### src/rtl/div_pkg.sv
// Shared constants for the multi-cycle divider: FSM state encoding and
// handshake levels seen by the EX stage.
package div_pkg;

  localparam int DATA_W_DEF = 32;

  // FSM encoding matches the legacy DivFree/DivByZero/DivOn/DivEnd values.
  typedef enum logic [1:0] {
    DIV_FREE   = 2'b00,
    DIV_BYZERO = 2'b01,
    DIV_ON     = 2'b10,
    DIV_END    = 2'b11
  } div_state_e;

  // EX-side request levels.
  localparam logic DIV_START = 1'b1;
  localparam logic DIV_STOP  = 1'b0;

  // Responder-side result status.
  localparam logic DIV_RESULT_READY     = 1'b1;
  localparam logic DIV_RESULT_NOT_READY = 1'b0;

endpackage

### src/rtl/div_step.sv
// One radix-2 restoring division iteration (combinational).
// Kept standalone so it can be unit-tested and replicated for higher radix.
module div_step #(
  parameter int DATA_W = 32
) (
  input  logic [DATA_W:0]   rem_i,      // {partial remainder, next dividend bit}
  input  logic [DATA_W-1:0] divisor_i,  // divisor magnitude
  output logic [DATA_W-1:0] rem_o,      // new partial remainder
  output logic              q_o         // quotient bit produced this step
);

  logic [DATA_W:0] trial;

  // The partial remainder is always below the divisor, so rem_i < 2*divisor
  // and the top bit of the 33-bit difference is exactly the borrow.
  assign trial = rem_i - {1'b0, divisor_i};
  assign q_o   = ~trial[DATA_W];
  assign rem_o = q_o ? trial[DATA_W-1:0] : rem_i[DATA_W-1:0];

endmodule

### src/rtl/div.sv
// Multi-cycle 32-bit signed/unsigned restoring divider, responder side of the
// EX-stage divide handshake. Returns {remainder, quotient}.
// Optional feature macro: DIV_EARLY_FINISH_EN -- when defined, a non-zero
// divisor whose magnitude exceeds the dividend's finishes in two edges.
module div
  import div_pkg::*;
#(
  parameter int DATA_W = DATA_W_DEF
) (
  input  logic                clk,
  input  logic                rst,
  input  logic                signed_div_i,
  input  logic [DATA_W-1:0]   opdata1_i,
  input  logic [DATA_W-1:0]   opdata2_i,
  input  logic                start_i,
  input  logic                annul_i,
  output logic [2*DATA_W-1:0] result_o,
  output logic                ready_o
);

  localparam int              CNT_W    = $clog2(DATA_W) + 1;
  localparam logic [CNT_W-1:0] LAST_CNT = CNT_W'(DATA_W);

  div_state_e          state_q;
  logic [CNT_W-1:0]    cnt_q;
  logic [DATA_W-1:0]   dvd_q;     // dividend magnitude, consumed MSB first
  logic [DATA_W-1:0]   dvs_q;     // divisor magnitude
  logic [DATA_W-1:0]   rem_q;     // partial remainder
  logic [DATA_W-1:0]   quo_q;     // quotient bits shifted in LSB first
  logic                signed_q;
  logic                sign1_q;
  logic                sign2_q;
  logic                ready_q;
  logic [2*DATA_W-1:0] result_q;

  logic                neg1;
  logic                neg2;
  logic [DATA_W-1:0]   mag1;
  logic [DATA_W-1:0]   mag2;
  logic [DATA_W-1:0]   rem_d;
  logic [DATA_W-1:0]   quo_d;
  logic                q_bit;
  logic [DATA_W-1:0]   rem_fix;
  logic [DATA_W-1:0]   quo_fix;

  // Operand magnitudes: two's-complement absolute value for negative signed inputs.
  assign neg1 = signed_div_i & opdata1_i[DATA_W-1];
  assign neg2 = signed_div_i & opdata2_i[DATA_W-1];
  assign mag1 = neg1 ? (~opdata1_i + 1'b1) : opdata1_i;
  assign mag2 = neg2 ? (~opdata2_i + 1'b1) : opdata2_i;

  div_step #(.DATA_W(DATA_W)) u_step (
    .rem_i     ({rem_q, dvd_q[DATA_W-1]}),
    .divisor_i (dvs_q),
    .rem_o     (rem_d),
    .q_o       (q_bit)
  );

  assign quo_d = {quo_q[DATA_W-2:0], q_bit};

  // Sign fixup: quotient negative when signs differ, remainder follows the dividend.
  assign quo_fix = (signed_q & (sign1_q ^ sign2_q)) ? (~quo_q + 1'b1) : quo_q;
  assign rem_fix = (signed_q & sign1_q) ? (~rem_q + 1'b1) : rem_q;

  // Divider FSM with registered handshake and result outputs.
  always_ff @(posedge clk or posedge rst) begin
    // NOTE: all state here uses <= so every register samples pre-edge values.
    if (rst) begin
      state_q  <= DIV_FREE;
      cnt_q    <= '0;
      dvd_q    <= '0;
      dvs_q    <= '0;
      rem_q    <= '0;
      quo_q    <= '0;
      signed_q <= 1'b0;
      sign1_q  <= 1'b0;
      sign2_q  <= 1'b0;
      ready_q  <= DIV_RESULT_NOT_READY;
      result_q <= '0;
    end else begin
      unique case (state_q)
        DIV_FREE: begin
          ready_q  <= DIV_RESULT_NOT_READY;
          result_q <= '0;
          if (start_i == DIV_START && !annul_i) begin
            if (opdata2_i == '0) begin
              state_q <= DIV_BYZERO;
`ifdef DIV_EARLY_FINISH_EN
            end else if (mag1 < mag2) begin
              state_q  <= DIV_END;
              ready_q  <= DIV_RESULT_READY;
              result_q <= {opdata1_i, {DATA_W{1'b0}}};
`endif
            end else begin
              state_q  <= DIV_ON;
              dvd_q    <= mag1;
              dvs_q    <= mag2;
              rem_q    <= '0;
              quo_q    <= '0;
              cnt_q    <= '0;
              signed_q <= signed_div_i;
              sign1_q  <= opdata1_i[DATA_W-1];
              sign2_q  <= opdata2_i[DATA_W-1];
            end
          end
        end
        DIV_BYZERO: begin
          if (annul_i) begin
            state_q <= DIV_FREE;
          end else begin
            state_q  <= DIV_END;
            ready_q  <= DIV_RESULT_READY;
            result_q <= '0;
          end
        end
        DIV_ON: begin
          if (annul_i) begin
            state_q  <= DIV_FREE;
            ready_q  <= DIV_RESULT_NOT_READY;
            result_q <= '0;
          end else if (cnt_q == LAST_CNT) begin
            state_q  <= DIV_END;
            ready_q  <= DIV_RESULT_READY;
            result_q <= {rem_fix, quo_fix};
          end else begin
            rem_q <= rem_d;
            quo_q <= quo_d;
            dvd_q <= {dvd_q[DATA_W-2:0], 1'b0};
            cnt_q <= cnt_q + 1'b1;
          end
        end
        DIV_END: begin
          if (annul_i || start_i == DIV_STOP) begin
            state_q  <= DIV_FREE;
            ready_q  <= DIV_RESULT_NOT_READY;
            result_q <= '0;
          end
        end
      endcase
    end
  end

  assign ready_o  = ready_q;
  assign result_o = result_q;

endmodule

### config.mk
export PLATFORM = sky130hd
export DESIGN_NAME = div
export DESIGN_NICKNAME = d
export VERILOG_FILES = /design/src/rtl/div_pkg.sv /design/src/rtl/div_step.sv /design/src/rtl/div.sv
export SDC_FILE = /design/constraint.sdc
export NUM_CORES = 1
export LEC_CHECK = 0
export CELL_PAD_IN_SITES_DETAIL_PLACEMENT = 0
export CELL_PAD_IN_SITES_GLOBAL_PLACEMENT = 1
export CORE_UTILIZATION = 47
export CTS_CLUSTER_SIZE = 30
export DETAILED_ROUTE_END_ITERATION = 8
export PLACE_DENSITY = 0.91
export SETUP_SLACK_MARGIN = 0.2
export SYNTH_ARGS = -nofsm -noshare
export SYNTH_HDL_FRONTEND = slang
export SYNTH_SLANG_ARGS = --single-unit
### constraint.sdc
create_clock -name clk -period 13.2 [get_ports clk]
set_clock_uncertainty 0.1 [all_clocks]
set_input_delay 1.98 -clock clk [delete_from_list [all_inputs] [get_ports clk]]
set_output_delay 1.98 -clock clk [all_outputs]
set_load 0.01 [all_outputs]
==> results.md <==
- Worst-path cell chain: clkdlybuf4s50_1 > or4_1 > nor3_2 > nand4_1 > o31ai_2 > a211o_4 > buf_4 > mux2_2
- GRT Residual Overflow: 0
- Synth Area in Compound Gates: 20.18%
- Tmin final: ~5600 ps
- Max-slew headroom: around 26%
- Worst Reg-to-Reg Cells: 12
- Dominant cells by area after synthesis: dfrtp_1 40%, nand2_1 7.9%, o21ai_0 7.4%
- Synth Register Bits: 204
- Total CTS buffers: 23
- GPL Wtd Cong: 0.9074
- Register area share after synthesis: around two fifths
- Hold Path Class: reg2reg
- Number of DRC markers in iteration 0: 670
- Register Area: between 5000 and 6000 um2
- Violated checks: DRC
- Synth top area share: 40.16%
- Clk_lat worst skew: roughly 500 ps
- DPL Wire Length: roughly 22000 um
- CP Data Arrival Time: ~6000 ps
- CP required: roughly 13000 ps
- Filler instances: between 2000 and 2500
- Worst Path Buf+Inv: 2
- Fraction of layout cells with a size suffix above 1: approximately 4.6%
- Fraction of the mapped netlist area in simple logic gates: between 10% and 20%
- Crit Path Class: in2reg
- N_diodes: 0
- Post-route ant nets: 0
- Peak supply drop: roughly 0.09 mV
- Yosys Warn Count: 0
- Synthesized cell area: approximately 13000 um2
- Vias: around 11000
- Initial core utilization: between 40% and 50%
- Power per cell area: 165.6 nW/um2
- Die area: ~28000 um2
- Critical Path Max Stage Delay: 850 ps
- Crit path from: opdata2_i[7]
- Cell taking the most area after synthesis: dfrtp_1
- GR Util All Layers: a little over a fifth
- Number of setup violations in the final report: 0
- Startpoint type of the worst setup path: input port
- Vias in the first global route: 10050
- CTS Hold Bufs: 0
- Site Rows: roughly 60
- Pre-antenna DRT Iters: 9
- Post-CTS Setup Repair Bufs: 0
- Combinational family with the most area after synthesis: compound AO/OA/AOI/OAI gates
- First-pass GRT wire length: 50390 um
- Fin cells: slightly below 2000
- Setup TNS: 0 ps
- Largest net degree at the start of global routing: 128
- Crit-path max FO: 108
- Worst-path clk slew: about 60 ps
- Net Count, Synth: 1632
- CTS sink cnt: ~200
- Most common cell in the synthesized netlist: nand2_1
- Xor/xnor share of the synthesized area: about a tenth
- Clock Tree Buf Depth: 3
- WL final: 29790 um
- Critical R2R Launch: dvd_q[31]$_DFFE_PP0P_
- CP top delay family: buffers and inverters
- Vias per inst: about 5.5
- Mapped Avg Cell Area: between 8 and 9 um2
- Synth Area in Adders: 4.390%
- Pins Over Slew Limit: 0
- Max-cap violations: 0
- Multi-input gate area: slightly above 7000 um2
- Die W: approximately 170 um
- FF-to-FF setup slack: between 9000 and 10000 ps
- Post-synthesis cell type count: about 70
- Synth cell count leaders: 267 x nand2_1, 204 x dfrtp_1, 187 x o21ai_0
- Tightest Pin Transition: ~1100 ps
- EDFF count, synth: 0
- Tcrit/Tclk final: 42.26%
- Die height: 166.5 um
- CTS tree: done
- Crit path capture: dvd_q[28]$_DFFE_PP0P_
- Initial antenna violation count: 0
- Clock tree root buffer cell: clkbuf_16
- Core footprint: around 26000 um2
- Drt drc: 11
- Pleak: around 6.3 nW
- Reg2reg end: rem_q[22]$_DFFE_PP0P_
- Cell count after placement: 1917
- Final hold violations: 0
- Crit path max-delay cell type: buf_4
- Port-buffer cells: around 130
- Area growth syn-to-layout: 17.23%
- FFs w/ async S/R, synth: 100.0%
- Cells after synthesis: between 1500 and 2000
- PostCTS Resize Cnt: 0
- Top Ports: 134
- WP depth: 8
- Outcome: finished with violations
- RSZ-0062 raised after global routing: false
- Nets: ~1700
- Mux contribution to synthesized area: ~2.6%
- DR WL/cell: roughly 15 um
- CP endpoint kind: flip-flop
- CTS H-tree depth: 1
- Fmax achieved: between 150 and 200 MHz
- Main synth FF type: dfrtp_1
==> stage by stage <==
step                      utilization (%)  hold slack [ps]  total power [W]  cell area (um2)  setup slack (ps)
after floorplan                         -            347.7         0.001654            12710              5553
after detailed placement            53.99            369.9         0.001874            14190              7099
after CTS                           56.71            383.4         0.002478            14900              7630
final                               56.71            376.6         0.002467            14900              7622
after global placement              53.99            360.1         0.001847            14190              7151
after global routing                56.71            403.8         0.002654            14900              7341
==> tightest hold or removal path, stage by stage (launching register included) <==
cell     delay [ps]
dfrtp_1         340
nand2_1          40
o21ai_0          60
==> worst min path at each step <==
stage,slack (ps),from,cells past startpoint,to
final,380,result_o[17]$_DFFE_PP0P_,2,result_o[17]$_DFFE_PP0P_
after global routing,400,dvd_q[5]$_DFFE_PP0P_,2,dvd_q[5]$_DFFE_PP0P_
after CTS,380,result_o[38]$_DFFE_PP0P_,2,result_o[38]$_DFFE_PP0P_
after detailed placement,370,result_o[21]$_DFFE_PP0P_,2,result_o[21]$_DFFE_PP0P_
after global placement,360,dvd_q[0]$_DFFE_PP0P_,2,dvd_q[0]$_DFFE_PP0P_
after floorplan,350,dvd_q[0]$_DFFE_PP0P_,2,dvd_q[0]$_DFFE_PP0P_
==> flip-flops by register name, summed over array words and instances (netlist names) <==
signal	flops
state_q	2
sign1_q	1
dvs_q	32
result_o	64
rem_q	32
signed_q	1
ready_o	1
dvd_q	32
quo_q	32
sign2_q	1
cnt_q	6
==> cell usage in the layout (no fill, tap or decap), types with 4 or more instances in the layout <==
cell,count
and3_1,9
mux2i_1,28
o221ai_1,4
nand4_1,7
mux2_2,5
clkdlybuf4s50_1,133
a22o_1,4
a21o_1,14
ha_1,42
buf_4,7
a211oi_1,6
nor3_1,22
nor2_1,114
clkbuf_8,5
clkbuf_16,23
o21bai_1,5
o21ai_0,187
o41ai_1,12
o31ai_1,24
nand2b_1,12
xnor2_1,72
a31oi_1,7
or4_1,9
or3_1,13
o21a_1,4
a21oi_1,124
nor2b_1,4
and2_1,6
inv_1,60
nand3_1,14
dfrtp_1,204
clkinv_2,5
nor4_1,12
xor2_1,70
o21ai_1,25
nand2_1,267
==> cell type report <==
cell class              count  share of cell area [%]
multi-input cells        1177                   47.27
flip-flops and latches    204                   34.25
repair buffers            140                   9.286
clock buffers              31                   4.399
well taps                 335                   2.813
inverters                  61                   1.587
clock inverters             9                  0.3946
==> power breakdown <==
part | leakage (nW) | total [W] | switching (W) | internal (W)
registers | 2.69 | 0.000838 | 0.0000906 | 0.000747
clock network | 0.356 | 0.000598 | 0.000250 | 0.000349
logic | 3.22 | 0.00103 | 0.000654 | 0.000377
==> kinds of logic (layout without fill, tap and decap cells) <==
| group | count (synthesis) | in the layout |
|---|---|---|
| adder cells (fa/ha/maj) | 44 | 44 |
| XOR/XNOR | 142 | 142 |
| buffers and inverters | 138 | 241 |
| multiplexers | 33 | 33 |
| AND/OR/NAND/NOR | 515 | 515 |
| AO/OA/AOI/OAI | 443 | 443 |
| flip-flops | 204 | 204 |
==> layer usage <==
layer	part of all wire, %	wire length (um)	global-route usage (%)	vias up
li1	-	-	-	5450
met1	51	15190	33.36	4977
met2	43	12710	32.41	240
met3	4.7	1410	2.186	36
met4	1.6	488	5.193	0
met5	0	0	0	-
(Power assumes the default switching activity.)
